$ cat src/rtl/cpu_trace_emitter_pkg.sv
// cpu_trace_emitter_pkg: FSM states, ASCII constants and helpers for the trace emitter.
// The NL state exists only when CPU_TRACE_EMITTER_NEWLINE_EN is defined.
package cpu_trace_emitter_pkg;

    typedef enum logic [3:0] {
        IDLE, START, TIME, AT, PC, COLON, SP1, KIND, OPND, SP2, LT, EQ, SP3, DATA, END
`ifdef CPU_TRACE_EMITTER_NEWLINE_EN
        , NL
`endif
    } state_t;

    localparam logic [7:0] CH_NUL    = 8'h00;
    localparam logic [7:0] CH_CARET  = 8'h5E;
    localparam logic [7:0] CH_AT     = 8'h40;
    localparam logic [7:0] CH_COLON  = 8'h3A;
    localparam logic [7:0] CH_SP     = 8'h20;
    localparam logic [7:0] CH_DOLLAR = 8'h24;
    localparam logic [7:0] CH_STAR   = 8'h2A;
    localparam logic [7:0] CH_LT     = 8'h3C;
    localparam logic [7:0] CH_EQ     = 8'h3D;
    localparam logic [7:0] CH_HASH   = 8'h23;
    localparam logic [7:0] CH_NL     = 8'h0A;
    localparam logic [7:0] CH_ZERO   = 8'h30;

    localparam logic [15:0] TIME_MAX = 16'd9999;

    function automatic logic [7:0] hex_char(input logic [3:0] n);
        return (n < 4'd10) ? CH_ZERO + {4'h0, n} : 8'h57 + {4'h0, n};
    endfunction

endpackage

$ cat src/rtl/cpu_trace_bin2dec.sv
// cpu_trace_bin2dec: BCD digits and significant-digit counts for the clamped time and register number.
module cpu_trace_bin2dec (
    input  logic [13:0]      t,
    input  logic [4:0]       r,
    output logic [3:0][3:0]  t_dig,
    output logic [2:0]       t_cnt,
    output logic [1:0][3:0]  r_dig,
    output logic [2:0]       r_cnt
);

    always_comb begin
        t_dig[3] = 4'(t / 14'd1000);
        t_dig[2] = 4'((t / 14'd100) % 14'd10);
        t_dig[1] = 4'((t / 14'd10) % 14'd10);
        t_dig[0] = 4'(t % 14'd10);
        t_cnt    = (t >= 14'd1000) ? 3'd4 : (t >= 14'd100) ? 3'd3 : (t >= 14'd10) ? 3'd2 : 3'd1;
        r_dig[1] = 4'(r / 5'd10);
        r_dig[0] = 4'(r % 5'd10);
        r_cnt    = (r >= 5'd10) ? 3'd2 : 3'd1;
    end

endmodule

$ cat src/rtl/cpu_trace_emitter.sv
// cpu_trace_emitter: serialises register/memory write records into an ASCII character stream.
// Define CPU_TRACE_EMITTER_NEWLINE_EN to terminate each record with a newline.
module cpu_trace_emitter
    import cpu_trace_emitter_pkg::*;
(
    input  logic        clk,
    input  logic        reset,
    input  logic        in_valid,
    output logic        in_ready,
    input  logic        rec_kind,
    input  logic [15:0] rec_time,
    input  logic [31:0] rec_pc,
    input  logic [4:0]  rec_reg,
    input  logic [31:0] rec_addr,
    input  logic [31:0] rec_data,
    output logic [7:0]  char,
    output logic        char_valid
);

    state_t state, state_n;
    logic [2:0]  cnt, cnt_n;
    logic        kind_q;
    logic [13:0] t_q;
    logic [4:0]  r_q;
    logic [31:0] pc_q, addr_q, data_q;
    logic [7:0]  ch;
    logic [3:0][3:0] t_dig;
    logic [1:0][3:0] r_dig;
    logic [2:0]  t_cnt, r_cnt;
    logic        accept, last_state;

    cpu_trace_bin2dec u_bin2dec (
        .t     (t_q),
        .r     (r_q),
        .t_dig (t_dig),
        .t_cnt (t_cnt),
        .r_dig (r_dig),
        .r_cnt (r_cnt)
    );

`ifdef CPU_TRACE_EMITTER_NEWLINE_EN
    assign last_state = (state == NL);
`else
    assign last_state = (state == END);
`endif

    // reset gates the outputs directly so they drop without waiting for an edge
    assign in_ready   = !reset && (state == IDLE || last_state);
    assign accept     = in_valid && in_ready;
    assign char_valid = !reset && (state != IDLE);
    assign char       = char_valid ? ch : CH_NUL;

    always_ff @(posedge clk or posedge reset) begin
        if (reset) begin
            state  <= IDLE;
            cnt    <= 3'd0;
            kind_q <= 1'b0;
            t_q    <= 14'd0;
            r_q    <= 5'd0;
            pc_q   <= 32'd0;
            addr_q <= 32'd0;
            data_q <= 32'd0;
        end else begin
            state <= state_n;
            cnt   <= cnt_n;
            if (accept) begin
                kind_q <= rec_kind;
                t_q    <= (rec_time > TIME_MAX) ? TIME_MAX[13:0] : rec_time[13:0];
                r_q    <= rec_reg;
                pc_q   <= rec_pc;
                addr_q <= rec_addr;
                data_q <= rec_data;
            end
        end
    end

    always_comb begin
        state_n = state;
        cnt_n   = cnt;
        ch      = CH_NUL;
        case (state)
            IDLE:  state_n = accept ? START : IDLE;
            START: begin
                ch      = CH_CARET;
                state_n = TIME;
                cnt_n   = t_cnt - 3'd1;
            end
            TIME: begin
                ch      = CH_ZERO + {4'h0, t_dig[cnt[1:0]]};
                state_n = (cnt == 3'd0) ? AT : TIME;
                cnt_n   = cnt - 3'd1;
            end
            AT: begin
                ch      = CH_AT;
                state_n = PC;
                cnt_n   = 3'd7;
            end
            PC: begin
                ch      = hex_char(pc_q[{cnt, 2'b00} +: 4]);
                state_n = (cnt == 3'd0) ? COLON : PC;
                cnt_n   = cnt - 3'd1;
            end
            COLON: begin
                ch      = CH_COLON;
                state_n = SP1;
            end
            SP1: begin
                ch      = CH_SP;
                state_n = KIND;
            end
            KIND: begin
                ch      = kind_q ? CH_STAR : CH_DOLLAR;
                state_n = OPND;
                cnt_n   = kind_q ? 3'd7 : r_cnt - 3'd1;
            end
            OPND: begin
                ch      = kind_q ? hex_char(addr_q[{cnt, 2'b00} +: 4]) : CH_ZERO + {4'h0, r_dig[cnt[0]]};
                state_n = (cnt == 3'd0) ? SP2 : OPND;
                cnt_n   = cnt - 3'd1;
            end
            SP2: begin
                ch      = CH_SP;
                state_n = LT;
            end
            LT: begin
                ch      = CH_LT;
                state_n = EQ;
            end
            EQ: begin
                ch      = CH_EQ;
                state_n = SP3;
            end
            SP3: begin
                ch      = CH_SP;
                state_n = DATA;
                cnt_n   = 3'd7;
            end
            DATA: begin
                ch      = hex_char(data_q[{cnt, 2'b00} +: 4]);
                state_n = (cnt == 3'd0) ? END : DATA;
                cnt_n   = cnt - 3'd1;
            end
            END: begin
                ch = CH_HASH;
`ifdef CPU_TRACE_EMITTER_NEWLINE_EN
                state_n = NL;
`else
                state_n = accept ? START : IDLE;
`endif
            end
`ifdef CPU_TRACE_EMITTER_NEWLINE_EN
            NL: begin
                ch      = CH_NL;
                state_n = accept ? START : IDLE;
            end
`endif
            default: state_n = IDLE;
        endcase
    end

endmodule
$ cat config.mk
export PLATFORM = sky130hd
export DESIGN_NAME = cpu_trace_emitter
export DESIGN_NICKNAME = d
export VERILOG_FILES = /design/src/rtl/cpu_trace_emitter_pkg.sv /design/src/rtl/cpu_trace_bin2dec.sv /design/src/rtl/cpu_trace_emitter.sv
export SDC_FILE = /design/constraint.sdc
export NUM_CORES = 1
export LEC_CHECK = 0
export ABC_AREA = 1
export CAP_MARGIN = 5
export CORE_MARGIN = 2
export CORE_UTILIZATION = 45
export DETAILED_ROUTE_END_ITERATION = 10
export HOLD_SLACK_MARGIN = 0.03
export PLACE_DENSITY = 0.68
export SLEW_MARGIN = 5
export SYNTH_ARGS = -nofsm -noshare
export SYNTH_HDL_FRONTEND = slang
export SYNTH_SLANG_ARGS = --single-unit
$ cat constraint.sdc
create_clock -name clk -period 9.3 [get_ports clk]
set_clock_uncertainty 0.2 [all_clocks]
set_input_delay 1.86 -clock clk [delete_from_list [all_inputs] [get_ports clk]]
set_output_delay 1.86 -clock clk [all_outputs]
set_load 0.01 [all_outputs]
Yosys cells after proc, flatten, opt, wreduce, memory -nomap -nowiden

Cells that the tools add are included.
W data, S select, Z words.

$add $sub $neg: 11
Divide/modulo/power cells: 8
Magnitude comparators: 10
Equality and inequality tests: 14
Shift-type cells: 3
Mux-type cells: 24
Reduce and logical (&&, ||, !) cells: 13

Operators by type and width:

| cell                     | number |
|---|---|
| $pmux W8 S12             | 1 |
| $shiftx A32 B6 Y4        | 3 |
| $pmux W4 S14             | 1 |
| $mod A14 B4 Y14 const B  | 3 |
| $mux W8                  | 5 |
| $add A6 B4 Y7 const A    | 5 |
| $eq A4 B4 Y1 const B     | 7 |
| $add A7 B4 Y8 const A    | 3 |
| $eq A4 B3 Y1 const B     | 4 |
| $gt A16 B14 Y1 const B   | 1 |
| $mux W4                  | 4 |
| $div A14 B10 Y14 const B | 1 |
| $div A14 B4 Y14 const B  | 1 |
| $div A14 B7 Y14 const B  | 1 |
| $ge A14 B10 Y1 const B   | 1 |
| $ge A14 B4 Y1 const B    | 1 |
| $ge A14 B7 Y1 const B    | 1 |
| $mux W14                 | 1 |
| $lt A4 B4 Y1 const B     | 3 |
| $pmux W3 S4              | 1 |
| $mux W3                  | 3 |
| $sub A3 B1 Y3 const B    | 3 |
| $bmux W4 S2              | 1 |
| $eq A4 B2 Y1 const B     | 2 |
| 17 further kinds         | 26 |

Register bits: 123
Input port bits: 121
Word-level logic and storage cells: 91

Logic depth before layout (Yosys ltp)

Gate-level depths: netlist (run 1).

Word-level depth: 7
Depth in mapped cells: 54

Hierarchy

A second synthesis (run 1) with hierarchy kept.

Cell total of the unflattened synthesis: 1566
Area total of the unflattened synthesis: 10133.5 um2

By module, submodules not included:

| module            | instances | cells an instance | area an instance (um2) | sequential area each (um2) |
|---|---|---|---|---|
| cpu_trace_emitter | 1         | 939               | 6723.9                 | 3078.0 |
| cpu_trace_bin2dec | 1         | 627               | 3409.5                 | 0.0 |

Least setup slack after synthesis (run 1)

OpenSTA, ideal clock, no wires.

Path kind: input -> output
Start point: input reset
End point: output char[0]
Data arrival time: 5.421 ns
Required time: 7.240 ns
Path slack: 1.819 ns
Cell stages on the path: 3
Path buffers: 0
Path through: inv_1 nand2_1 a21oi_1

Cells in the longest elaborated chain, start to end: 3

Ends and longest elaborated chain:

| item                       | RTL line                | RTL |
|---|---|---|
| from (decl)                | cpu_trace_emitter.sv:7  | `input logic reset,` |
| $logic_not A1 Y1 (no line) | n/a                     |  |
| $logic_and A1 B1 Y1        | cpu_trace_emitter.sv:50 | `assign char_valid = !reset && (state != IDLE);` |
| $mux W8                    | cpu_trace_emitter.sv:51 | `assign char = char_valid ? ch : CH_NUL;` |
| to (decl)                  | cpu_trace_emitter.sv:16 | `output logic [7:0] char,` |

No other way between the ends.

Worst setup path after layout (run 1)

Start point: register t_q[9]
End point: output char[3]

Cells in the longest elaborated chain, start to end: 7

Ends and longest elaborated chain:

| item                                                      | RTL line                                         | RTL |
|---|---|---|
| from (decl)                                               | cpu_trace_emitter.sv:23                          | `logic [13:0] t_q;` |
| from (signal assigned)                                    | cpu_trace_emitter.sv:68                          | `t_q <= (rec_time > TIME_MAX) ? TIME_MAX[13:0] : rec_time[13:0];` |
| $div A14 B4 Y14 / $div A14 B7 Y14 (equally long branches) | cpu_trace_bin2dec.sv:14, cpu_trace_bin2dec.sv:13 |  |
| $mod A14 B4 Y14 (on tied branches)                        | cpu_trace_bin2dec.sv:14, cpu_trace_bin2dec.sv:13 |  |
| $bmux W4 S2 (*)                                           | cpu_trace_emitter.sv:89                          | `ch = CH_ZERO + {4'h0, t_dig[cnt[1:0]]};` |
| $mux W4 (implied by the code) (*)                         | cpu_trace_emitter.sv:89                          |  |
| $add A6 B4 Y7 (*)                                         | cpu_trace_emitter.sv:89                          |  |
| $pmux W8 S12 (*)                                          | cpu_trace_emitter.sv:81                          | `case (state)` |
| $mux W8 (*)                                               | cpu_trace_emitter.sv:51                          |  |

Every way passes the cells marked *; elsewhere a longest branch is shown, timed or not. The select of a mux whose other input is x is not followed.

==> flow_metrics.tcl, run 1 <==
set metrics [dict create \
    outcome "completed" \
    fin_crit_ps 8307 \
    dpl_cell_area_um2 10910 \
    drc 0 \
    fin_nets 1724 \
    slowest_delay_ps 570 \
    place_congestion 0.8904 \
    postRouteWirelength_um 27000 \
    coreArea_um2 20820 \
    r2r-end "kind_q" \
    min_to "data_q[4]" \
    diodes 0 \
    dieArea_um2 22240 \
    maxCapViolCount 0 \
    reg2reg_depth 10 \
    tritoncts "built" \
    avgSynthCellArea_um2 6.324 \
    seqCellArea_um2 3079 \
    slew_headroom_pct 29.76 \
    synthArstFlopShare_pct 100.0 \
    r2r-start "state[1]" \
    cts_resized 0 \
    die_h_um 149.1 \
    overflow 0 \
    post-synth-top-area-cell "dfrtp_1" \
    netlist_top_cells_area "dfrtp_1 (32%), nand2_1 (22%), o21ai_0 (8.0%), inv_1 (5.9%), nand3_1 (5.4%)" \
    finalHoldViolCount 0 \
    die_w_um 149.1 \
    arrival_ps 6250 \
    crit_path_frequent_cell "nand2_4" \
    tightest_slew_ps 1054 \
    rsz0062_at_grt "false" \
    netlist_instances 1499 \
    grt_max_degree 110 \
    multi_input_area_um2 5542 \
    drt_first_pass_iters 5 \
    yosysUniqueCellTypes 60 \
    drtIter0Drc 581 \
    detail-route-antenna-nets 0 \
    wire_per_inst_um 14.35 \
    rows 53 \
    syn_nets 1630 \
    holdPathStages 2 \
    min_path_type "reg -> reg" \
    numCtsBuffers 17 \
    post-cts-setup-buffers 0 \
    cts.clk_slew.worst_paths_ps 70 \
    ys_ff_latch 123 \
    vias_per_cell 5.214 \
    grt_pass1_wl_um 44650 \
    mostFrequentLayoutCells "nand2_1 (556), o21ai_0 (151), inv_1 (147), clkdlybuf4s50_1 (129), dfrtp_1 (122)" \
    routed-via-count 9808 \
    cp.required_ps 7240 \
    synth_edf_count 0 \
    critical_path_class "reg -> out" \
    fin_tns_setup_ps 0 \
    fin_area_um2 11510 \
    ys_seq_area_share_pct 32.47 \
    antenna_found_initial 1 \
    fillers 2106 \
    fin_crit_sh_pct 89.32 \
    dp_hpwl_um 19590 \
    h-tree-depth 4 \
    synth_top_area_share_pct 32.47 \
    rrSetupSlack_ps 5830 \
    syn_to_final_growth_pct 21.39 \
    clock-sinks 123 \
    drv_slew 0 \
    clkLatencyLatePin_ps 430 \
    crit_slowest_cell "dfrtp_1" \
    clk_path_buf_depth 2 \
    min_from "data_q[4]" \
    layout_commonest_cell "nand2_1" \
    cp_max_fo 12 \
    grt_use_total_pct 24.97 \
    first_global_vias 9180 \
    setup_viol 0 \
    synth_area_um2 9480 \
    layout-drive-gt1-share_pct 7.534 \
    ys.flop_type "dfrtp_1" \
    hold_buffers 0 \
    fmax_mhz 120.4 \
    yosys_warnings 0 \
    io_pins 131 \
    port_buffers 129 \
    startpoint_type "flop" \
    start_util_pct 45.53 \
    crit_path_end_kind "output port" \
    root_buffer "clkbuf_16" \
]
through the flow:
stage / util [%] / setup slack, ps / instances / hold slack (ps)
finish: 55.27 / 993.4 / 1881 / 273.9
global route: 55.27 / 242.5 / 1881 / 289.7
CTS: 55.27 / 947.6 / 1881 / 276.6
detailed placement: 52.39 / 1436 / 1849 / 260.0
global placement: 52.39 / 1491 / 1849 / 256.7
floorplan: - / 1819 / 1499 / 243.6
critical path, delay by kind of cell, from the launching register on:
kind / cells / cell delay [ps]
buffers and inverters: 6 / 890
adders and majority gates: 1 / 170
DFF: 1 / 570
and+or+nand+nor: 37 / 3560
AOI/OAI and AO/OA: 4 / 630
final cells by class:
class	instances	share of cell area, %
multi-input combinational	1156	48.15
sequential	123	26.76
tap	275	2.990
clock inverter	15	1.511
timing repair buffer	135	11.61
clock buffer	17	3.696
inverter	160	5.284
worst max path at each step:
stage            start  endpoint  slack [ps]  depth (start not counted)
6_report        t_q[9]   char[3]         990                         48
5_1_grt        t_q[10]   char[3]         240                         44
4_1_cts         t_q[9]   char[3]         950                         48
3_5_place_dp    t_q[9]   char[3]        1440                         48
3_3_place_gp    t_q[9]   char[3]        1490                         48
2_1_floorplan    reset   char[0]        1820                          3
cell families (layout without fill, tap and decap cells):
family | Yosys count | after routing | share of synthesized area [%]
other | 1 | 1 | 0.03956
XOR/XNOR | 14 | 14 | 1.293
AND/OR/NAND/NOR | 862 | 862 | 39.84
flip-flops | 123 | 123 | 32.47
AO/OA/AOI/OAI | 269 | 269 | 15.93
adder cells (fa/ha/maj) | 10 | 10 | 1.320
buffers and inverters | 220 | 327 | 9.107
synth_stat cells, drive strengths merged, types with 4 or more instances:
cell / count
clkbuf: 51
nand4: 15
dfrtp: 123
o211ai: 10
a21oi: 51
inv: 157
a21boi: 4
nand3: 105
nand2: 604
or2: 4
nor2: 116
xor2: 10
o21ai: 161
a31oi: 6
ha: 10
nor4: 4
buf: 9
o22ai: 11
nor3: 9
xnor2: 4
state kept, by name (all words and copies together) (netlist names):
signal / flops
kind_q: 1
t_q: 14
pc_q: 32
state: 4
r_q: 5
data_q: 32
addr_q: 32
cnt: 3
routing by layer:
metal / share of wire [%] / vias up / routed length, µm / GRT usage, %
li1: - / 5022 / - / -
met1: 48 / 4480 / 13040 / 35.14
met2: 44 / 261 / 11930 / 39.35
met3: 5.1 / 43 / 1375 / 3.731
met4: 2.4 / 2 / 641 / 8.476
met5: 0.041 / - / 11 / 0
Power of run 1 is not shown: default switching activity piles up to over one toggle a cycle in this logic, so the estimate is an artifact.
==> inputs of run 2 (changes only) <==
--- a/config.mk
+++ b/config.mk
@@ -12,5 +12,5 @@
 export DETAILED_ROUTE_END_ITERATION = 10
 export HOLD_SLACK_MARGIN = 0.03
-export PLACE_DENSITY = 0.68
+export PLACE_DENSITY = 0.7
 export SLEW_MARGIN = 5
 export SYNTH_ARGS = -nofsm -noshare
==> constraint.sdc (replaced) <==
create_clock -name clk -period 6.92 [get_ports clk]
set_clock_uncertainty 0.2 [all_clocks]
set_input_delay 2.076 -clock clk [delete_from_list [all_inputs] [get_ports clk]]
set_output_delay 2.076 -clock clk [all_outputs]
set_load 0.01 [all_outputs]
==> run 2 against run 1 <==
Compared with the run above: the flow now finishes with violations (negative setup slack); sequential cell count unchanged; global-route usage up 1.1 points; utilization up 11 points.
==> flow_metrics.tcl, run 2 (same netlist as run 1, synthesis figures left out) <==
set metrics [dict create \
    outcome "finished with violations" \
    tightest_slew_ps 1006 \
    wire_per_inst_um 14.62 \
    crit_buf_inv 8 \
    fin_tns_setup_ps -2424 \
    postRouteWirelength_um 30090 \
    clkLatencyLatePin_ps 430 \
    fin_area_um2 13760 \
    diodes 0 \
    dieArea_um2 22240 \
    grt_max_degree 112 \
    critical_path_class "reg -> out" \
    met1Wirelength_um 13180 \
    crit_path_end_kind "output port" \
    fin_crit_sh_pct 109.9 \
    grt_pass1_wl_um 47280 \
    drc 0 \
    hold_buffers 0 \
    numCtsBuffers 17 \
    io_pins 131 \
    place_congestion 0.9101 \
    largestRegisters "addr_q x32, data_q x32, pc_q x32" \
    maxCapViolCount 0 \
    coreArea_um2 20820 \
    first_global_vias 10245 \
    crit_path_frequent_cell "nand2_4" \
    routed-via-count 10857 \
    die_w_um 149.1 \
    grt_use_total_pct 26.08 \
    cts.clk_slew.worst_paths_ps 60 \
    root_buffer "clkbuf_16" \
    arrival_ps 5330 \
    rsz0062_at_grt "true" \
    layout_commonest_cell "nand2_1" \
    mostFrequentLayoutCells "nand2_1 (481), buf_4 (164), o21ai_0 (140), inv_1 (127), clkdlybuf4s50_1 (125)" \
    clk_path_buf_depth 2 \
    startpoint_type "flop" \
    antenna_found_initial 1 \
    tritoncts "built" \
    syn_to_final_growth_pct 45.16 \
    routed.top_layer "met5" \
    h-tree-depth 4 \
    failed_checks "negative setup slack" \
    overflow 0 \
    detail-route-antenna-nets 0 \
    drtIter0Drc 786 \
    crit_family "simple AND/OR/NAND/NOR gates" \
    drt_first_pass_iters 5 \
    crit_slowest_cell "dfrtp_2" \
    rows 53 \
    cp.required_ps 4640 \
    fmax_mhz 131.5 \
    slowest_delay_ps 450 \
    slew_headroom_pct 32.93 \
    clock-sinks 123 \
    cp_max_fo 7 \
    fin_crit_ps 7602 \
    wl_met3_um 1847 \
    dpl_cell_area_um2 11850 \
    fin_nets 1901 \
    port_buffers 129 \
    dp_hpwl_um 20160 \
    setup_viol 4 \
    drv_slew 0 \
    layout-drive-gt1-share_pct 26.30 \
    min_path_type "reg -> reg" \
    finalHoldViolCount 0 \
    start_util_pct 45.53 \
    die_h_um 149.1 \
    vias_per_cell 5.276 \
    finalWorstSetupSlack_ps -681.9 \
    wl_met2_um 14280 \
]
==> run 2: cell count changes in the layout (fill, tap and decap cells not counted), moves of 8 or more <==
cell / change
a21oi_2: +11
buf_4: +158
nand3_2: +23
nand3_1: -29
a21oi_1: -11
nor2_4: +8
inv_1: -20
inv_2: +16
nor2_1: -12
nand2_2: +40
buf_6: +17
o21ai_0: -11
nand2_4: +31
nand2_1: -75
==> run 2: layout make-up <==
type	count	area [µm²]
Clock buffer	18	439.2
Clock inverter	14	185.2
Fill cell	1819	7061
Inverter	160	624.3
Multi-Input combinational cell	1156	6351
Sequential cell	123	3084
Tap cell	275	344.1
Timing Repair Buffer	312	2734
==> run 2: routing by layer <==
metal	up-vias	GRT usage (%)
li1	5374	-
met1	5087	35.22
met2	333	42.65
met3	61	3.914
met4	2	9.333
met5	-	0
==> run 2: timing repair <==
item                                    4_1_cts  5_1_grt
pin swaps                                    56       74
endpoints found under the setup margin        4        4
hold endpoints to repair                      0        0
gates resized for setup                     125      151
buffers inserted                             26       29
==> run 2: path summary, 6_finish.rpt <==
| check | start | endpoint | slack, ps | cells after the start |
|---|---|---|---|---|
| hold reg to reg | addr_q[4] | addr_q[4] | 270 | 2 |
| setup / recovery | t_q[12] | char[0] | -680 | 46 |
| min in group asynchronous | reset | state[1] | 2020 | 3 |
| hold / removal | addr_q[4] | addr_q[4] | 270 | 2 |
| max in group asynchronous | reset | t_q[12] | 2980 | 4 |
| setup reg to reg | state[1] | addr_q[17] | 3610 | 11 |
==> run 2: stage by stage <==
stage | instances | setup WS [ps] | util, % | hold WS, ps
finish | 2058 | -681.9 | 66.09 | 272.8
global route | 2058 | -972.9 | 66.09 | 289.0
CTS | 2029 | -366.3 | 62.51 | 276.0
detailed placement | 1971 | -621.4 | 56.92 | 260.1
global placement | 1971 | -400.8 | 56.92 | 257.2
floorplan | 1499 | 79.54 | - | 243.6
==> run 2: worst register-to-register path: stages (launching register included) <==
cell and delay (ps):
dfrtp_1 420, inv_1 90, nor2_1 130, inv_1 90, nor2_1 240, inv_1 80, a21oi_1 230, nand2_2 220
inv_4 760, buf_4 530, nand2_1 160, nand2_1 80
Power of run 2 is left out for the same reason.
==> inputs of run 3 (changes only) <==
- CAP_MARGIN: 5 -> 0
- CTS_BUF_LIST: not set -> sky130_fd_sc_hd__clkbuf_4 sky130_fd_sc_hd__clkbuf_8
==> run 3 against run 2 <==
Compared with the run above: the flow still finishes with violations (negative setup slack); sequential share of layout area is 0.32 points higher; critical path depth is 2 lower; die area stayed put; fmax is 0.36% lower; register-to-register slack worse by 50 ps; cell count hardly changed; via count is 0.21% higher; global-route usage hardly changed; cell area is 1.4% lower; utilization is 0.93 points lower; largest cell class unchanged.
==> flow_metrics.tcl, run 3 (same netlist as run 1, synthesis figures left out) <==
set metrics [dict create \
    tritoncts "built" \
    layout_commonest_cell "nand2_1" \
    first_global_vias 10195 \
    cp_max_fo 8 \
    diodes 0 \
    overflow 0 \
    antenna_found_initial 1 \
    tightest_slew_ps 1006 \
    syn_to_final_growth_pct 43.12 \
    drv_slew 0 \
    finalWorstSetupSlack_ps -709.4 \
    maxCapViolCount 0 \
    numCtsBuffers 17 \
    met1Wirelength_um 13280 \
    clk_path_buf_depth 2 \
    setup_viol 4 \
    fin_util_pct 65.16 \
    place_congestion 0.9101 \
    root_buffer "clkbuf_8" \
    routed-via-count 10880 \
    largestRegisters "addr_q x32, data_q x32, pc_q x32" \
    fin_crit_ps 7629 \
    io_pins 131 \
    arrival_ps 5350 \
    dieArea_um2 22240 \
    fillers 1861 \
    detail-route-antenna-nets 0 \
    start_util_pct 45.53 \
    routed.top_layer "met5" \
    h-tree-depth 4 \
    fin_nets 1903 \
    crit_path_frequent_cell "nand2_2" \
    seqCellArea_um2 3084 \
    cts.clk_slew.worst_paths_ps 70 \
    fmax_mhz 131.1 \
    clkLatencyLatePin_ps 470 \
    rows 53 \
    grt_max_degree 112 \
    crit_slowest_cell "dfrtp_2" \
    cp.required_ps 4640 \
    clock-sinks 123 \
    grt_use_total_pct 26.07 \
    drc 0 \
    slowest_delay_ps 460 \
    die_h_um 149.1 \
    wl_met2_um 14060 \
    outcome "finished with violations" \
    startpoint_type "flop" \
    postRouteWirelength_um 29750 \
    vias_per_cell 5.282 \
    finalHoldViolCount 0 \
    die_w_um 149.1 \
    slew_headroom_pct 32.91 \
    drt_first_pass_iters 7 \
    coreArea_um2 20820 \
    drtIter0Drc 821 \
    min_path_type "reg -> reg" \
    failed_checks "negative setup slack" \
    grt_pass1_wl_um 47170 \
    port_buffers 129 \
    wl_met3_um 1608 \
    critical_path_class "reg -> out" \
    dp_hpwl_um 20160 \
    fin_crit_sh_pct 110.3 \
    rsz0062_at_grt "true" \
    crit_path_end_kind "output port" \
    wire_per_inst_um 14.44 \
    layout-drive-gt1-share_pct 26.50 \
    multi_input_area_um2 6360 \
    mostFrequentLayoutCells "nand2_1 (474), buf_4 (173), o21ai_0 (142), inv_1 (129), clkdlybuf4s50_1 (125)" \
]
run 3: final timing paths:
path / from / to / slack, ps / cells after the start
worst max-delay path: t_q[11] / char[0] / -710 / 44
min in group asynchronous: reset / state[1] / 1970 / 3
worst max register to register: state[1] / addr_q[17] / 3560 / 11
max in group asynchronous: reset / t_q[13] / 3030 / 4
worst min-delay path: addr_q[9] / addr_q[9] / 280 / 2
worst min register to register: addr_q[9] / addr_q[9] / 280 / 2
run 3: area by class of cell:
type,count,area share (%)
clock buffer,18,1.826
sequential,123,22.73
multi-input combinational,1156,46.87
inverter,160,4.602
clock inverter,14,1.365
tap,275,2.536
timing repair buffer,314,20.07
run 3: timing repair:
item                       4_1_cts  5_1_grt
cloned                           0        0
hold buffers                     0        0
pin swaps                       50       87
resized for setup              134      133
setup endpoints to repair        4        4
setup buffers                   30       27
run 3: metal layers:
| layer | global-route usage (%) | vias to the layer above |
|---|---|---|
| li1 | - | 5376 |
| met1 | 35.59 | 5082 |
| met2 | 42.67 | 350 |
| met3 | 3.945 | 70 |
| met4 | 8.238 | 2 |
| met5 | 0 | - |
run 3: worst max-delay path, delay by kind of cell (launching register included):
family | cells | cell delay, ps
compound gates | 5 | 550
buf+inv | 9 | 1140
flops | 1 | 460
simple gates | 30 | 2750
run 3: per-stage QoR:
step | worst slack, ps | std cells | area, µm² | hold slack [ps] | TNS (ps)
2_1_floorplan | 79.54 | 1499 | 9484 | 243.6 | 0
3_3_place_gp | -400.8 | 1971 | 11850 | 257.2 | -1414
3_5_place_dp | -621.4 | 1971 | 11850 | 260.1 | -2192
4_1_cts | -445.4 | 2033 | 12890 | 280.2 | -1656
5_1_grt | -1067 | 2060 | 13570 | 293.9 | -4106
6_report | -709.4 | 2060 | 13570 | 278.1 | -2653
Power of run 3 is left out for the same reason.
